[src/rtl/regfile_rename.sv]
`default_nettype none
// +--------------------------------------------------------------------------+
// | Module   : regfile_rename                                                |
// | Brief    : Architectural register file with busy bit and ROB tag per reg |
// |            and combinational read ports that bypass same-cycle commits.   |
// | Revision : 1.0 - initial release                                         |
// +--------------------------------------------------------------------------+
module regfile_rename #(
    parameter int DATA_W = 16,
    parameter int NREGS  = 8,
    parameter int IDX_W  = $clog2(NREGS),
    parameter int TAG_W  = 3,
    parameter int NUM_RD = 2
) (
    input  logic                     clk,
    input  logic                     rst,
    input  logic                     flush,
    input  logic                     dispatch_en,
    input  logic [IDX_W-1:0]         dispatch_dest,
    input  logic [TAG_W-1:0]         dispatch_tag,
    input  logic                     commit_en,
    input  logic [IDX_W-1:0]         commit_dest,
    input  logic [TAG_W-1:0]         commit_tag,
    input  logic [DATA_W-1:0]        commit_data,
    input  logic [NUM_RD*IDX_W-1:0]  rd_idx,
    output logic [NUM_RD*DATA_W-1:0] rd_data,
    output logic [NUM_RD-1:0]        rd_busy,
    output logic [NUM_RD*TAG_W-1:0]  rd_tag
);

    logic [DATA_W-1:0] r_data [NREGS];
    logic [TAG_W-1:0]  r_tag  [NREGS];
    logic [NREGS-1:0]  r_busy;

    // Commit clears busy first; flush or a younger dispatch then overrides it.
    always_ff @(posedge clk) begin
        if (rst) begin
            for (int i = 0; i < NREGS; i++) begin
                r_data[i] <= '0;
                r_tag[i]  <= '0;
            end
            r_busy <= '0;
        end else begin
            if (commit_en) begin
                r_data[commit_dest] <= commit_data;
                if (r_busy[commit_dest] && (r_tag[commit_dest] == commit_tag)) begin
                    r_busy[commit_dest] <= 1'b0;
                end
            end
            if (flush) begin
                r_busy <= '0;
            end else if (dispatch_en) begin
                r_busy[dispatch_dest] <= 1'b1;
                r_tag[dispatch_dest]  <= dispatch_tag;
            end
        end
    end

    // Reads see the commit of this cycle but not the dispatch of this cycle.
    for (genvar p = 0; p < NUM_RD; p++) begin : g_rd
        logic [IDX_W-1:0] w_idx;
        logic             w_cmatch;
        logic             w_tmatch;

        assign w_idx    = rd_idx[p*IDX_W +: IDX_W];
        assign w_cmatch = commit_en && (commit_dest == w_idx);
        assign w_tmatch = r_busy[w_idx] && (r_tag[w_idx] == commit_tag);

        assign rd_data[p*DATA_W +: DATA_W] = w_cmatch ? commit_data : r_data[w_idx];
        assign rd_busy[p]                  = r_busy[w_idx] & ~(w_cmatch & w_tmatch);
        assign rd_tag[p*TAG_W +: TAG_W]    = r_tag[w_idx];
    end

endmodule
`default_nettype wire

[config.mk]
export PLATFORM = sky130hd
export DESIGN_NAME = regfile_rename
export DESIGN_NICKNAME = d
export VERILOG_FILES = /design/src/rtl/regfile_rename.sv
export SDC_FILE = /design/constraint.sdc
export NUM_CORES = 1
export LEC_CHECK = 0
export BUFFER_PORTS_ARGS = -buffer_cell sky130_fd_sc_hd__buf_4
export CAP_MARGIN = 20
export CELL_PAD_IN_SITES_DETAIL_PLACEMENT = 0
export CELL_PAD_IN_SITES_GLOBAL_PLACEMENT = 2
export CORE_MARGIN = 2
export CORE_UTILIZATION = 43
export CTS_CLUSTER_DIAMETER = 30
export DETAILED_ROUTE_END_ITERATION = 7
export PLACE_DENSITY = 0.88
export SLEW_MARGIN = 5
export SYNTH_ARGS = -nofsm -noshare
export SYNTH_HDL_FRONTEND = slang
export SYNTH_SLANG_ARGS = --single-unit
export TNS_END_PERCENT = 1
[constraint.sdc]
create_clock -name clk -period 3 [get_ports clk]
set_input_delay 0.15 -clock clk [delete_from_list [all_inputs] [get_ports clk]]
set_output_delay 0.15 -clock clk [all_outputs]
set_load 0.005 [all_outputs]
==> results of run 1 <==
area by class of cell:
type,count,area (um2)
Clock inverter,15,153
Tap cell,275,344
Timing Repair Buffer,112,866
Fill cell,1799,10300
Clock buffer,17,425
Multi-Input combinational cell,446,4290
Inverter,1,3.75
Sequential cell,160,4720
synthesized netlist by cell type (all sizes together):
library cell and instances:
or2 2, nand2b 6, nand2 3, inv 1, mux4 85, nor4 6
nor3 10, nand4 2, o31ai 2, and2 152, mux2 7, nand3 2
o21ai 12, buf 29, dfxtp 8, mux2i 46, nand3b 1, xnor2 9
xor2 6, clkbuf 16, a21oi 48, nor2 47, edfxtp 152
through the flow:
step                instance area, um2  setup slack (ns)  util [%]
finish                           10800             0.531      51.3
detailed placement               10200             0.912      48.5
floorplan                         9250             0.609         -
CTS                              10800             0.525      51.3
global placement                 10200             0.910      48.5
global route                     10800             0.404      51.3
placed cells by master, fill, tap and decap left out, types with 2 or more instances in the layout:
| master | count |
|---|---|
| a21oi_1 | 48 |
| and2_1 | 152 |
| buf_12 | 2 |
| buf_4 | 110 |
| clkbuf_16 | 17 |
| clkinv_2 | 2 |
| clkinvlp_4 | 4 |
| dfxtp_1 | 8 |
| edfxtp_1 | 152 |
| inv_6 | 4 |
| inv_8 | 2 |
| mux2_2 | 6 |
| mux2i_1 | 46 |
| mux4_1 | 5 |
| mux4_2 | 77 |
| mux4_4 | 3 |
| nand2_1 | 3 |
| nand2b_1 | 6 |
| nand3_1 | 2 |
| nand4_1 | 2 |
| nor2_1 | 47 |
| nor3_1 | 8 |
| nor3_2 | 2 |
| nor4_2 | 6 |
| o21ai_0 | 6 |
| o21ai_1 | 6 |
| o31ai_2 | 2 |
| or2_2 | 2 |
| xnor2_1 | 9 |
| xor2_1 | 6 |
sequential cells by signal, indices dropped and copies added, names as in the netlist:
signal,cells
r_data,128
r_busy,8
r_tag,24
how the worst max path moves through the flow:
stage / from / end / cells past startpoint
floorplan: commit_dest[0] / r_data[5][0] / 5
global placement: rd_idx[0] / rd_busy[0] / 7
global route: r_tag[6][2] / rd_busy[1] / 6
detailed placement: rd_idx[3] / rd_busy[1] / 7
CTS: r_tag[6][2] / rd_busy[1] / 6
finish: r_tag[2][2] / rd_busy[1] / 6
cells by family after synthesis:
group                  Yosys count
AND/OR/NAND/NOR                231
multiplexers                   138
AO/OA/AOI/OAI                   62
buffers and inverters           46
XOR/XNOR                        15
flip-flops                     160
layer usage:
metal | track usage [%] | routed length [um]
met1 | 30.9 | 10100
met5 | 0 | 0
met4 | 4.72 | 293
met3 | 5.52 | 1610
met2 | 35.7 | 11700
power by group through the flow:
| stage | Combinational [W] | Sequential [W] | Clock (W) |
|---|---|---|---|
| 5_1_grt | 0.000953 | 0.00268 | 0.00225 |
| 4_1_cts | 0.000887 | 0.00267 | 0.00214 |
| 3_5_place_dp | 0.000885 | 0.00271 | 0 |
| 6_report | 0.000880 | 0.00267 | 0.00212 |
| 2_1_floorplan | 0.000536 | 0.00268 | 0 |
| 3_3_place_gp | 0.000874 | 0.00270 | 0 |
==> out/metrics.csv, run 1 <==
metric,value,unit
status,"complete, no violations",
Yosys reg bits,160,
minimum clock period,2.47,ns
clock tree sinks,160,
Detail Route Antenna Nets,0,
Startpoint Class,register,
root buffer cell,clkbuf_16,
worst hold endpoint,r_tag[3][2],
Initial Utilization,43.9,%
max-slew violation count,0,
fmax,0.405,GHz
gp weighted congestion,0.810,
total number of vias,5953,
final count of negative-setup-slack endpoints,0,
CTS tree,done,
Hold Crit Depth,2,
"delay-heaviest family, CP",multiplexers,
CP Cell Sequence,mux4_1 -> mux2_2 -> xor2_1 -> nor4_2 -> nor2_1 -> buf_4,
Antenna Cells,0,
Reg-to-Reg Start,r_tag[2][2],
main combinational cell family by area after synthesis,multiplexers,
P&R area growth vs syn,16.9,%
Pwr per Cell Area,525,mW/mm2
clock share of power,37.4,%
drt total wl,23.7,mm
Inst Count DP,994,
PostCTS Resize Cnt,0,
hpwl dp,16.2,mm
Post-Route Skew,0.00594,ns
Pre-antenna DRT Iters,5,
Yosys warning count,0,
synthesized-area fraction occupied by adder cells,0,%
RSZ-0062 raised after global routing,false,
syn nets,691,
final worst-path cycle share,82.3,%
Hold Startpoint,dispatch_tag[2],
RR Endpoint,r_busy[1],
nets@finish,777,
DRC,0,
Final Hold Viols,0,
initial DRC count,569,
NetSw,0.00146,W
worst rel slew slack,45.0,%
R2R cell count,5,
Crit path largest cell delay,0.52,ns
Synth area leaders,"edfxtp_1 (49%), mux4_2 (19%), and2_1 (10%)",
die height,151,um
Clock Path Buffers,2,
maxcap violations,0,
# IOs,79,
syn avg cell area,14.2,um2
Hold Path Class,in -> reg,
port buffer count,78,
antenna violations before repair,0,
Switching Share,25.7,%
worst vdd ir,0.417,mV
crit end category,output pin,
simple-gate share of the synthesized area,14.6,%
Sequential Power Share,47.1,%
vias per std cell,5.80,
first-pass GRT wire length,36.5,mm
worst path bufs/invs,1,
largest net degree at the start of global routing,35,
fin cells,1026,
Skew-Pair Late Insertion Delay,0.43,ns
htree depth,4,
xor and xnor area share after synthesis,1.42,%
CTS Hold Buffers Added,0,
Hold WS,0.0663,ns
Cells after Synth,652,
Die Width,151,um
Critical Path AT,2.32,ns
mux contribution to synthesized area,26.9,%
count of cell types in the netlist,31,
reg2reg setup slack,0.96,ns
CP required,2.85,ns
vias in the first global route,5915,
CP max FO,3,
leakage power,3.97,nW
GRT Total Usage,22.2,%
mapped cell area,0.00925,mm2
CP Class,reg -> out,
die area,0.0227,mm2
PnR Total Power,0.00567,W
core area,0.0211,mm2
remaining global-route overflow,0,
post-synth top area share,49.4,%
clock buffer count from CTS,17,
post-synthesis sequential area ratio,51.1,%
Worst-path clk slew,0.06,ns
worst slew pin tran,0.818,ns
"Slowest-stage cell, CP",mux4_1,
"area leader, netlist",edfxtp_1,
postcts setup bufs,0,
layout cells sized above 1,32.4,%
setup TNS,0,ns
Power Internal,0.00421,W
Logic pwr share,15.5,%
wire per inst,23.1,um
Compound-Gate Fraction of Synth Area,3.41,%
Rows,53,
No activity file was read; power rests on OpenSTA's default activity.
==> run 2: changes to the inputs <==
==> constraint.sdc (replaced) <==
create_clock -name clk -period 2.3 [get_ports clk]
set_input_delay 0.115 -clock clk [delete_from_list [all_inputs] [get_ports clk]]
set_output_delay 0.115 -clock clk [all_outputs]
set_load 0.005 [all_outputs]
==> out/metrics.csv, run 2 (synthesis gave the netlist of run 1 again) <==
metric,value,unit,change
Hold Crit Depth,2,,unchanged
crit end category,output pin,,
DRC,0,,unchanged
"commonest non-fill, non-tap cells in the layout","and2_1 (152), edfxtp_1 (152), buf_4 (115), mux4_2 (80), a21oi_1 (48)",,
post-route setup slack,-0.0538,ns,-0.585 ns
leakage power,4.01,nW,+0.92%
max-slew violation count,0,,unchanged
worst path bufs/invs,1,,unchanged
Clock Path Buffers,2,,unchanged
maxcap violations,0,,unchanged
Hold WS,0.0176,ns,-0.0487 ns
largest register by flop count,r_data,,
Hold Startpoint,dispatch_tag[0],,
GRT Total Usage,22.7,%,+0.50 points
Startpoint Class,register,,
"Slowest-stage cell, CP",mux4_1,,
worst rel slew slack,52.3,%,+7.3 points
layout cells sized above 1,32.9,%,+0.58 points
reg2reg setup slack,0.26,ns,-0.70 ns
antenna violations before repair,0,,unchanged
# IOs,79,,unchanged
P&R area growth vs syn,17.5,%,
first-pass GRT wire length,37.0,mm,+1.4%
worst hold endpoint,r_tag[2][0],,
final count of negative-setup-slack endpoints,2,,+2
Post-Route Skew,0.00324,ns,-0.00270 ns
Inst Count DP,999,,+0.50%
vias in the first global route,6203,,+4.9%
Final Hold Viols,0,,unchanged
largest net degree at the start of global routing,36,,+2.9%
setup TNS,-0.104,ns,-0.104 ns
CP required,2.18,ns,-0.67 ns
die height,151,um,unchanged
hpwl dp,16.3,mm,+0.98%
Largest register FFs,128,,unchanged
R2R cell count,6,,+1
fmax,0.425,GHz,
final worst-path cycle share,102,%,
status,"finished, violations left",,
vias per std cell,5.89,,+1.6%
RR Endpoint,r_busy[3],,
CP max FO,3,,unchanged
wire per inst,23.9,um,+3.3%
minimum clock period,2.35,ns,
fin cells,1034,,+0.78%
clock buffer count from CTS,17,,unchanged
clock tree sinks,160,,unchanged
Antenna Cells,0,,unchanged
Worst-path clk slew,0.06,ns,about the same
nets@finish,785,,+1.0%
Crit path largest cell delay,0.54,ns,+0.02 ns
PnR Total Power,0.00737,W,+30%
drt total wl,24.7,mm,+4.1%
violated checks,setup timing,,
remaining global-route overflow,0,,unchanged
CP Cell Sequence,mux4_1 -> mux2_4 -> xor2_1 -> nor4_2 -> nor2_1 -> buf_4,,
Detail Route Antenna Nets,0,,unchanged
port buffer count,78,,unchanged
initial DRC count,549,,-3.5%
core area,0.0211,mm2,unchanged
Pwr per Cell Area,678,mW/mm2,+29%
worst vdd ir,0.512,mV,+23%
Rows,53,,unchanged
"delay-heaviest family, CP",multiplexers,,
gp weighted congestion,0.923,,+14%
biggest regs,"r_data: 128 flops, r_tag: 24 flops, r_busy: 8 flops",,
Critical Path AT,2.24,ns,-0.08 ns
total number of vias,6094,,+2.4%
worst slew pin tran,0.709,ns,-0.110 ns
Skew-Pair Late Insertion Delay,0.43,ns,about the same
Hold Path Class,in -> reg,,
Worst Setup SP,r_tag[1][1],,
dpl cell area,0.0103,mm2,+0.49%
RSZ-0062 raised after global routing,true,,
CP Class,reg -> out,,
die area,0.0227,mm2,unchanged
Initial Utilization,43.9,%,unchanged
Pre-antenna DRT Iters,7,,+2
CTS tree,done,,
htree depth,4,,unchanged
"Design Area, Final",0.0109,mm2,+0.51%
Die Width,151,um,unchanged
root buffer cell,clkbuf_16,,
Reg-to-Reg Start,r_tag[7][2],,
## run 2: cell count changes in the layout (fill, tap and decap cells not counted), sizes merged
cell / previous run / this run
buf: 112 / 118
clkbuf: 17 / 18
clkinvlp: 4 / 3
dlygate4sd3: 0 / 2
## run 2: cell type report
class,instances,area (um2)
clock buffer,18,429
multi-input combinational,446,4290
fill,1786,10200
tap,275,344
timing repair buffer,120,943
inverter,1,3.75
clock inverter,14,130
sequential,160,4720
## run 2: layer usage
metal  routed length [um]  up-vias  global-route usage (%)
li1                     -     2687                       -
met1                10100     3127                    29.3
met2                12600      241                    39.2
met3                 1540       39                    4.00
met4                  459        0                    7.01
met5                    0        -                       0
## run 2: worst reg2reg max path, cell delays in order, from the launching register on
cell	delay (ns)
edfxtp_1	0.38
buf_4	0.12
mux2i_1	0.05
mux4_2	0.49
xnor2_1	0.20
nor4_2	0.49
a21oi_1	0.17
## run 2: power by group
part	total, W	switching, W	leakage [nW]	internal (W)
Sequential	0.00347	0.0000966	1.53	0.00337
Clock	0.00272	0.00122	0.267	0.00150
Combinational	0.00118	0.000564	2.21	0.000613
Total	0.00737	0.00188	4.01	0.00549
## run 2: stage by stage
stage | util, % | setup slack (ns)
6_report | 51.5 | -0.0538
5_1_grt | 51.5 | -0.139
4_1_cts | 51.5 | -0.0702
3_5_place_dp | 48.8 | 0.255
3_3_place_gp | 48.8 | 0.351
2_1_floorplan | - | -0.0564
## run 2: worst max-delay path by stage
stage | slack [ns] | endpoint | depth (start not counted)
floorplan | -0.06 | r_data[5][0] | 5
global placement | 0.35 | r_busy[4] | 6
detailed placement | 0.25 | r_busy[6] | 6
CTS | -0.07 | rd_busy[0] | 6
global route | -0.14 | rd_busy[0] | 6
finish | -0.05 | rd_busy[1] | 6
## run 2: what timing repair did
action	in CTS	in global routing
setup buffers	1	0
gates resized for setup	4	1
endpoints found under the hold margin	5	0
hold buffers	2	0
endpoints found under the setup margin	2	2
